==> config.mk <==
export PLATFORM = sky130hd
export DESIGN_NAME = uart_rx_os8
export DESIGN_NICKNAME = d
export VERILOG_FILES = /design/src/rtl/uart_pkg.sv /design/src/rtl/uart_sync2.sv /design/src/rtl/uart_rx_os8.sv
export SDC_FILE = /design/constraint.sdc
export NUM_CORES = 1
export LEC_CHECK = 0
export ABC_AREA = 1
export BUFFER_PORTS_ARGS = -buffer_cell sky130_fd_sc_hd__buf_2
export CORE_MARGIN = 8
export CORE_UTILIZATION = 30
export DETAILED_ROUTE_END_ITERATION = 6
export PLACE_DENSITY = 0.53
export SYNTH_ARGS = -nofsm -noshare
export SYNTH_HDL_FRONTEND = slang
export SYNTH_SLANG_ARGS = --single-unit
==> constraint.sdc <==
create_clock -name clk -period 3 [get_ports clk]
set_clock_uncertainty 0.2 [all_clocks]
set_input_delay 0.3 -clock clk [delete_from_list [all_inputs] [get_ports clk]]
set_output_delay 0.3 -clock clk [all_outputs]
set_load 0.02 [all_outputs]
==> src/rtl/uart_pkg.sv <==
// Shared UART types and constants: receiver states, oversample geometry.
// Used by uart_rx_os8 and the synchronizer-based TX/CTS path.
package uart_pkg;

    localparam int OS   = 8;
    localparam int MID  = 3;
    localparam int DW   = 8;
    localparam int BAUD = 9600;

    localparam logic [2:0] MID_TICK  = 3'(MID);
    localparam logic [2:0] LAST_TICK = 3'(OS - 1);
    localparam logic [2:0] LAST_BIT  = 3'(DW - 1);

    typedef enum logic [2:0] {
        IDLE,
        START,
        DATA,
        PARITY,
        STOP,
        WAIT_HIGH
    } rx_state_t;

    // Even parity over data plus received parity bit; 1 means mismatch.
    function automatic logic even_par_err(input logic [DW:0] v);
        return ^v;
    endfunction

endpackage

==> src/rtl/uart_sync2.sv <==
// Two-flop synchronizer for asynchronous single-bit inputs.
// RST_VAL selects the level both flops take in reset.
module uart_sync2 #(
    parameter logic RST_VAL = 1'b1
) (
    input  logic clk,
    input  logic rst,
    input  logic d,
    output logic q
);

    logic meta;

    always_ff @(posedge clk) begin
        if (rst) begin
            meta <= RST_VAL;
            q    <= RST_VAL;
        end else begin
            meta <= d;
            q    <= meta;
        end
    end

endmodule

==> src/rtl/uart_rx_os8.sv <==
// 8x-oversampled UART receiver, 8N1 with valid/ready byte output.
// Define UART_RX_PARITY_EN for 8E1 with a parity_err pulse output.
module uart_rx_os8
    import uart_pkg::*;
(
    input  logic          clk,
    input  logic          rst,
    input  logic          os_tick,
    input  logic          rxd,
    output logic [DW-1:0] rx_data,
    output logic          rx_valid,
    input  logic          rx_ready,
    output logic          frame_err,
    output logic          overrun,
`ifdef UART_RX_PARITY_EN
    output logic          parity_err,
`endif
    output logic          busy
);

    rx_state_t     state;
    logic [2:0]    tick_cnt;
    logic [2:0]    bit_idx;
    logic [DW-1:0] shreg;
    logic          rxd_s;
    logic          accept;

    uart_sync2 #(.RST_VAL(1'b1)) u_sync (
        .clk (clk),
        .rst (rst),
        .d   (rxd),
        .q   (rxd_s)
    );

    assign accept = rx_valid & rx_ready;

    always_ff @(posedge clk) begin
        if (rst) begin
            state     <= IDLE;
            tick_cnt  <= '0;
            bit_idx   <= '0;
            shreg     <= '0;
            rx_data   <= '0;
            rx_valid  <= 1'b0;
            frame_err <= 1'b0;
            overrun   <= 1'b0;
            busy      <= 1'b0;
`ifdef UART_RX_PARITY_EN
            parity_err <= 1'b0;
`endif
        end else begin
            frame_err <= 1'b0;
`ifdef UART_RX_PARITY_EN
            parity_err <= 1'b0;
`endif
            if (accept)
                rx_valid <= 1'b0;

            if (os_tick) begin
                unique case (state)
                    IDLE: begin
                        if (!rxd_s) begin
                            state    <= START;
                            tick_cnt <= '0;
                            busy     <= 1'b1;
                        end
                    end
                    START: begin
                        // The edge tick is index 0, so verify on the tick
                        // whose index reaches MID.
                        if (tick_cnt + 3'd1 == MID_TICK) begin
                            if (!rxd_s) begin
                                state    <= DATA;
                                tick_cnt <= '0;
                                bit_idx  <= '0;
                            end else begin
                                state <= IDLE;
                                busy  <= 1'b0;
                            end
                        end else begin
                            tick_cnt <= tick_cnt + 3'd1;
                        end
                    end
                    DATA: begin
                        tick_cnt <= tick_cnt + 3'd1;
                        if (tick_cnt == LAST_TICK) begin
                            shreg <= {rxd_s, shreg[DW-1:1]};
                            if (bit_idx == LAST_BIT) begin
`ifdef UART_RX_PARITY_EN
                                state <= PARITY;
`else
                                state <= STOP;
`endif
                            end else begin
                                bit_idx <= bit_idx + 3'd1;
                            end
                        end
                    end
                    PARITY: begin
`ifdef UART_RX_PARITY_EN
                        tick_cnt <= tick_cnt + 3'd1;
                        if (tick_cnt == LAST_TICK) begin
                            parity_err <= even_par_err({rxd_s, shreg});
                            state      <= STOP;
                        end
`else
                        state <= IDLE;
                        busy  <= 1'b0;
`endif
                    end
                    STOP: begin
                        tick_cnt <= tick_cnt + 3'd1;
                        if (tick_cnt == LAST_TICK) begin
                            if (rxd_s) begin
                                // An accept this cycle frees the holding slot.
                                if (rx_valid && !rx_ready) begin
                                    overrun <= 1'b1;
                                end else begin
                                    rx_data  <= shreg;
                                    rx_valid <= 1'b1;
                                end
                                state <= IDLE;
                                busy  <= 1'b0;
                            end else begin
                                frame_err <= 1'b1;
                                state     <= WAIT_HIGH;
                            end
                        end
                    end
                    WAIT_HIGH: begin
                        if (rxd_s) begin
                            state <= IDLE;
                            busy  <= 1'b0;
                        end
                    end
                    default: begin
                        state <= IDLE;
                        busy  <= 1'b0;
                    end
                endcase
            end
        end
    end

endmodule

# Word level (Yosys, flattened, before mapping)
# Cells that the tools add are included.
totals:
  regBits: 31
  input_bits: 5
  out_inout_bits: 12
op_classes:
  addsub: 2
  n_eq_ne: 15
  mux: 29
  bitwise_logic: 6
  n_reduce_logical: 14
op_table:
  columns: ["op", "n"]
  rows:
  - ["$mux W3", 13]
  - ["$pmux W3 S5", 1]
  - ["$reduce_and A5 Y1", 3]
  - ["$ne A2 B2 Y1 const B", 7]
  - ["$eq A3 B3 Y1 const B", 4]
  - ["$mux W1", 11]
  - ["$pmux W3 S3", 1]
  - ["$reduce_and A7 Y1", 1]
  - ["$add A3 B1 Y3 const B", 2]
  - ["$eq A3 B2 Y1 const B", 2]
  - ["$pmux W3 S2", 1]
  - ["$reduce_and A6 Y1", 1]
  - ["$not A1 Y1", 5]
  - ["$pmux W1 S5", 1]
  - ["$reduce_or A4 Y1", 1]
  - ["$eq A3 B1 Y1 const B", 1]
  - ["$logic_not A3 Y1", 1]
  - ["$reduce_and A3 Y1", 1]
  - ["$reduce_bool A3 Y1", 1]
  - ["$mux W2", 1]
  - ["$ne A2 B1 Y1 const B", 1]
  - ["$reduce_and A2 Y1", 1]
  - ["$reduce_bool A2 Y1", 1]
  - ["$reduce_or A2 Y1", 1]
  - ["3 further kinds", 3]

# Depth between registers and ports, before layout
logic_depth:
  depth_word: 7
  ltp_mapped: 12
  depth_no_buf: 12

# Cells and area by module
# A second synthesis with hierarchy kept.
unflattened:
  hier_cells: 201
  hier_area_um2: 1463.9
by_module_without_submodules:
  columns: ["mod", "instances", "cells_each", "area_each_um2", "seq_area_each_um2"]
  rows:
  - ["uart_rx_os8", 1, 194, 1405.1, 580.6]
  - ["uart_sync2", 1, 7, 58.8, 40.0]

# Worst setup path before layout
# OpenSTA, ideal clock, no wires.
synth_timing:
  path_kind: "register to register"
  startpoint: "register tick_cnt[0]"
  endpoint: "register state[0]"
  setup_ps: 115
  arrival_time_ps: 1438
  required_time_ps: 2685
  setup_slack_ps: 1247
  stages_incl_launch_ff: 11
  path_buffers: 0
  cell_sequence: "dfxtp_1 -> ha_1 -> ha_1 -> nor2_1 -> inv_1 -> nand2_1 -> nand2_1 -> nor2_2 -> nand3_1 -> nand2_1 -> nor2_1"
synth_between:
  elab_chain_cells: 4
  elab_cells_between_ends: 7
  classes_between: "1 x add/sub; 5 x eq/ne; 1 x reduce/logical"
synth_rtl:
  columns: ["element", "line_no", "source"]
  rows:
  - ["from (decl)", "uart_rx_os8.sv:22", "logic [2:0] tick_cnt;"]
  - ["from (signal assigned)", "uart_rx_os8.sv:81", "tick_cnt <= tick_cnt + 3'd1;"]
  - ["from (signal assigned)", "uart_rx_os8.sv:85", "tick_cnt <= tick_cnt + 3'd1;"]
  - ["from (signal assigned)", "uart_rx_os8.sv:112", "tick_cnt <= tick_cnt + 3'd1;"]
  - ["$add A3 B1 Y3", "uart_rx_os8.sv:71", "if (tick_cnt + 3'd1 == MID_TICK) begin"]
  - ["$eq A3 B2 Y1", "uart_rx_os8.sv:71", null]
  - ["$ne A2 B2 Y1 (no line)", null, null]
  - ["$reduce_and A7 Y1 (no line) (*)", null, null]
  - ["to (signal assigned)", "uart_rx_os8.sv:73", "state <= DATA;"]
  - ["to (signal assigned)", "uart_rx_os8.sv:77", "state <= IDLE;"]
  - ["to (signal assigned)", "uart_rx_os8.sv:92", "state <= STOP;"]
  - ["to (decl)", "uart_rx_os8.sv:21", "rx_state_t state;"]
# Mark *: on every way between the ends. The rest lies on a longest branch, timed or not.
# A chain may end at the register's enable or synchronous reset.

# Final worst setup path
layout_timing:
  startpoint: "register tick_cnt[0]"
  endpoint: "register state[2]"
# The elaborated chain is that of the path after synthesis.

==> metrics.md <==
| Metric | Value |
|---|---|
| Run status | `complete, no violations` |
| Die area | `0.00728 mm^2` |
| Initial antenna violation count | `0` |
| Cell with the most instances after synthesis | `nand2_1` |
| Commonest cells post-synth | `nand2_1, dfxtp_1, inv_1` |
| Max VDD drop | `196 uV` |
| Post-synthesis adder-cell area fraction | `0.0434` |
| Number of synthesized flops with an enable pin | `0` |
| Post-CTS setup buffers | `0` |
| Mux contribution to synthesized area | `0` |
| Fin crit period | `1.94 ns` |
| CP required | `2.98 ns` |
| Clk sinks | `31` |
| Worst r2r src | `tick_cnt[0]` |
| Final TNS setup | `0 ns` |
| Unrepaired setup endpoints after global routing | `no` |
| Post-Syn Area | `0.00144 mm^2` |
| Slew Limit Fails | `0` |
| Period Utilization, post-route | `0.646` |
| Nets | `226` |
| Cells on worst reg2reg path | `10` |
| Crit path capture type | `register` |
| Core Util, Final | `0.350` |
| Area grow syn2layout | `13.8%` |
| H-tree depth | `2` |
| Final Hold Violating Endpoints | `0` |
| Vias | `1231` |
| Area leader, netlist | `dfxtp_1` |
| Library cells used by synthesis | `24` |
| Synth async-reset ratio | `0` |
| Total grt overflow | `0` |
| Syn nets | `207` |
| Total track usage | `0.0888` |
| Die X-Extent | `85.3 um` |
| I/O Buffers | `16` |
| Crit-path max FO | `6` |
| Hold Path Class | `in2reg` |
| # diodes | `0` |
| Layout cell share with drive strength beyond 1 | `0.184` |
| Yosys reg bits | `31` |
| Io pins | `17` |
| TritonCTS clock tree | `done` |
| Post-Synth Simple-Gate Area | `0.250` |
| First-pass DRT Iterations | `4` |
| FF-to-FF End | `state[2]` |
| Largest family of logic cells by synthesized area | `simple AND/OR/NAND/NOR gates` |
| Compound-cell area share of the yosys netlist | `0.168` |
| Max Buffers Root-to-Sink | `2` |
| Post-Synth XOR/XNOR Area | `0` |
| Total Routed Length | `2910 um` |
| Clk_lat worst skew | `0.28 ns` |
| Largest net degree at the start of global routing | `23` |
| P_leak | `0.774 nW` |
| 1st-iter DRT viols | `37` |
| Setup CP Type | `reg2reg` |
| Startpoint Class | `register` |
| Residual DRC count | `0` |
| Routed Antenna Nets | `0` |
| Slew HR | `0.580` |
| Max Cap Violations | `0` |
| First-pass GRT wire length | `5260 um` |
| Detailed Place HPWL | `2100 um` |
| CTS buffer count | `5` |
| Clock slew at the register clock pins of the worst setup and hold paths | `0.07 ns` |
| Top post-synthesis cells by area | `dfxtp_1, nand2_1, a21oi_1` |
| Highest clock rate | `0.516 GHz` |
| Worst Tran Pin Value | `0.630 ns` |
| Synthesis warning total | `0` |
| Core Rows | `25` |
| Setup Viol. Count Final | `0` |
| Core Region | `0.00469 mm^2` |
| Critical Path AT | `1.92 ns` |
| Worst Setup SP | `tick_cnt[0]` |
| Sequential share of the synthesized area | `0.430` |
| Yosys top cell area share | `0.430` |
| Placer congestion estimate | `0.800` |
| CP endpoint | `state[2]` |
| Vias per inst | `4.54` |
| Drt wl/cell | `10.7 um` |
| Pwr per Cell Area | `627 mW/mm^2` |
| Mapped Cells | `197` |
| Root buffer cell | `clkbuf_8` |
| Syn avg cell area | `7.32 um^2` |
| Starting Density | `0.307` |
| Die H | `85.3 um` |
| Vias in the first global route | `1204` |
| R2R setup slack | `1.06 ns` |
| Ys flop type | `dfxtp_1` |
[through the flow]
step | hold slack, ns | total power, mW | setup slack, ns | cells | cell area [um^2]
CTS | 0.110 | 1.05 | 1.04 | 271 | 1640
detailed placement | 0.197 | 0.718 | 1.05 | 262 | 1550
finish | 0.112 | 1.03 | 1.06 | 271 | 1640
global route | 0.122 | 1.12 | 0.893 | 271 | 1640
global placement | 0.196 | 0.721 | 1.08 | 262 | 1550
floorplan | 0.189 | 0.669 | 1.25 | 197 | 1440
[timing repair]
item                                   in CTS  in global routing
hold buffers                                1                  0
endpoints found under the hold margin       1                  0
gates resized for setup                     0                  0
[routing by layer]
layer  track usage  wire length (um)
met1         0.105              1450
met2         0.143              1310
met3        0.0290               109
met4        0.0382                46
met5             0                 0
[flip-flops by register name, indices dropped and copies added (netlist names)]
name         count
bit_idx          3
busy             1
frame_err        1
overrun          1
rx_data          8
rx_valid         1
shreg            8
state            3
tick_cnt         3
u_sync.meta      1
u_sync.q         1
[how the worst min path moves through the flow]
stage | start | endpoint | slack, ns | depth (start not counted)
detailed placement | u_sync.meta | u_sync.q | 0.20 | 1
CTS | rst | bit_idx[0] | 0.11 | 2
finish | rst | bit_idx[0] | 0.11 | 2
global route | rst | bit_idx[0] | 0.12 | 2
floorplan | u_sync.meta | u_sync.q | 0.19 | 1
global placement | u_sync.meta | u_sync.q | 0.20 | 1
[power by group]
| part | switching (mW) | internal (mW) |
|---|---|---|
| Sequential | 0.0245 | 0.432 |
| Combinational | 0.167 | 0.0856 |
| Clock | 0.158 | 0.162 |
| Total | 0.350 | 0.679 |
[worst max-delay path: stages, from the launching register on]
cell     delay (ns)
dfxtp_1        0.34
ha_1           0.20
ha_1           0.29
nor2_1         0.15
inv_1          0.05
nand2_1        0.10
nand2_1        0.08
nor2_2         0.20
nand3_1        0.10
nand2_1        0.07
nor2_1         0.05
[area by class of cell]
cell class / instances / area [um^2]
flip-flops and latches: 31 / 621
inverters: 30 / 113
multi-input cells: 131 / 666
clock inverters: 2 / 12.5
fillers: 523 / 3050
well taps: 54 / 67.6
clock buffers: 6 / 72.6
repair buffers: 17 / 90.1
[kinds of logic after synthesis]
family / after synthesis
buffers and inverters: 35
adder cells (fa/ha/maj): 5
AND/OR/NAND/NOR: 81
AO/OA/AOI/OAI: 45
flip-flops: 31
[placed cells by master, fill, tap and decap left out, types with 2 or more instances in the layout]
master | synthesis | routed
nand3_1 | 14 | 14
dfxtp_1 | 31 | 31
nor2_2 | 3 | 3
inv_1 | 27 | 27
buf_2 | 0 | 16
ha_1 | 5 | 5
nand2_1 | 32 | 32
nor2_1 | 23 | 23
or2_2 | 2 | 2
o21ai_0 | 16 | 16
clkbuf_8 | 1 | 5
a21oi_1 | 23 | 23
a21oi_2 | 2 | 2
inv_2 | 3 | 3
nand2_2 | 3 | 3
o21ai_2 | 2 | 2
Note: power is estimated with default switching activity, not from simulation.
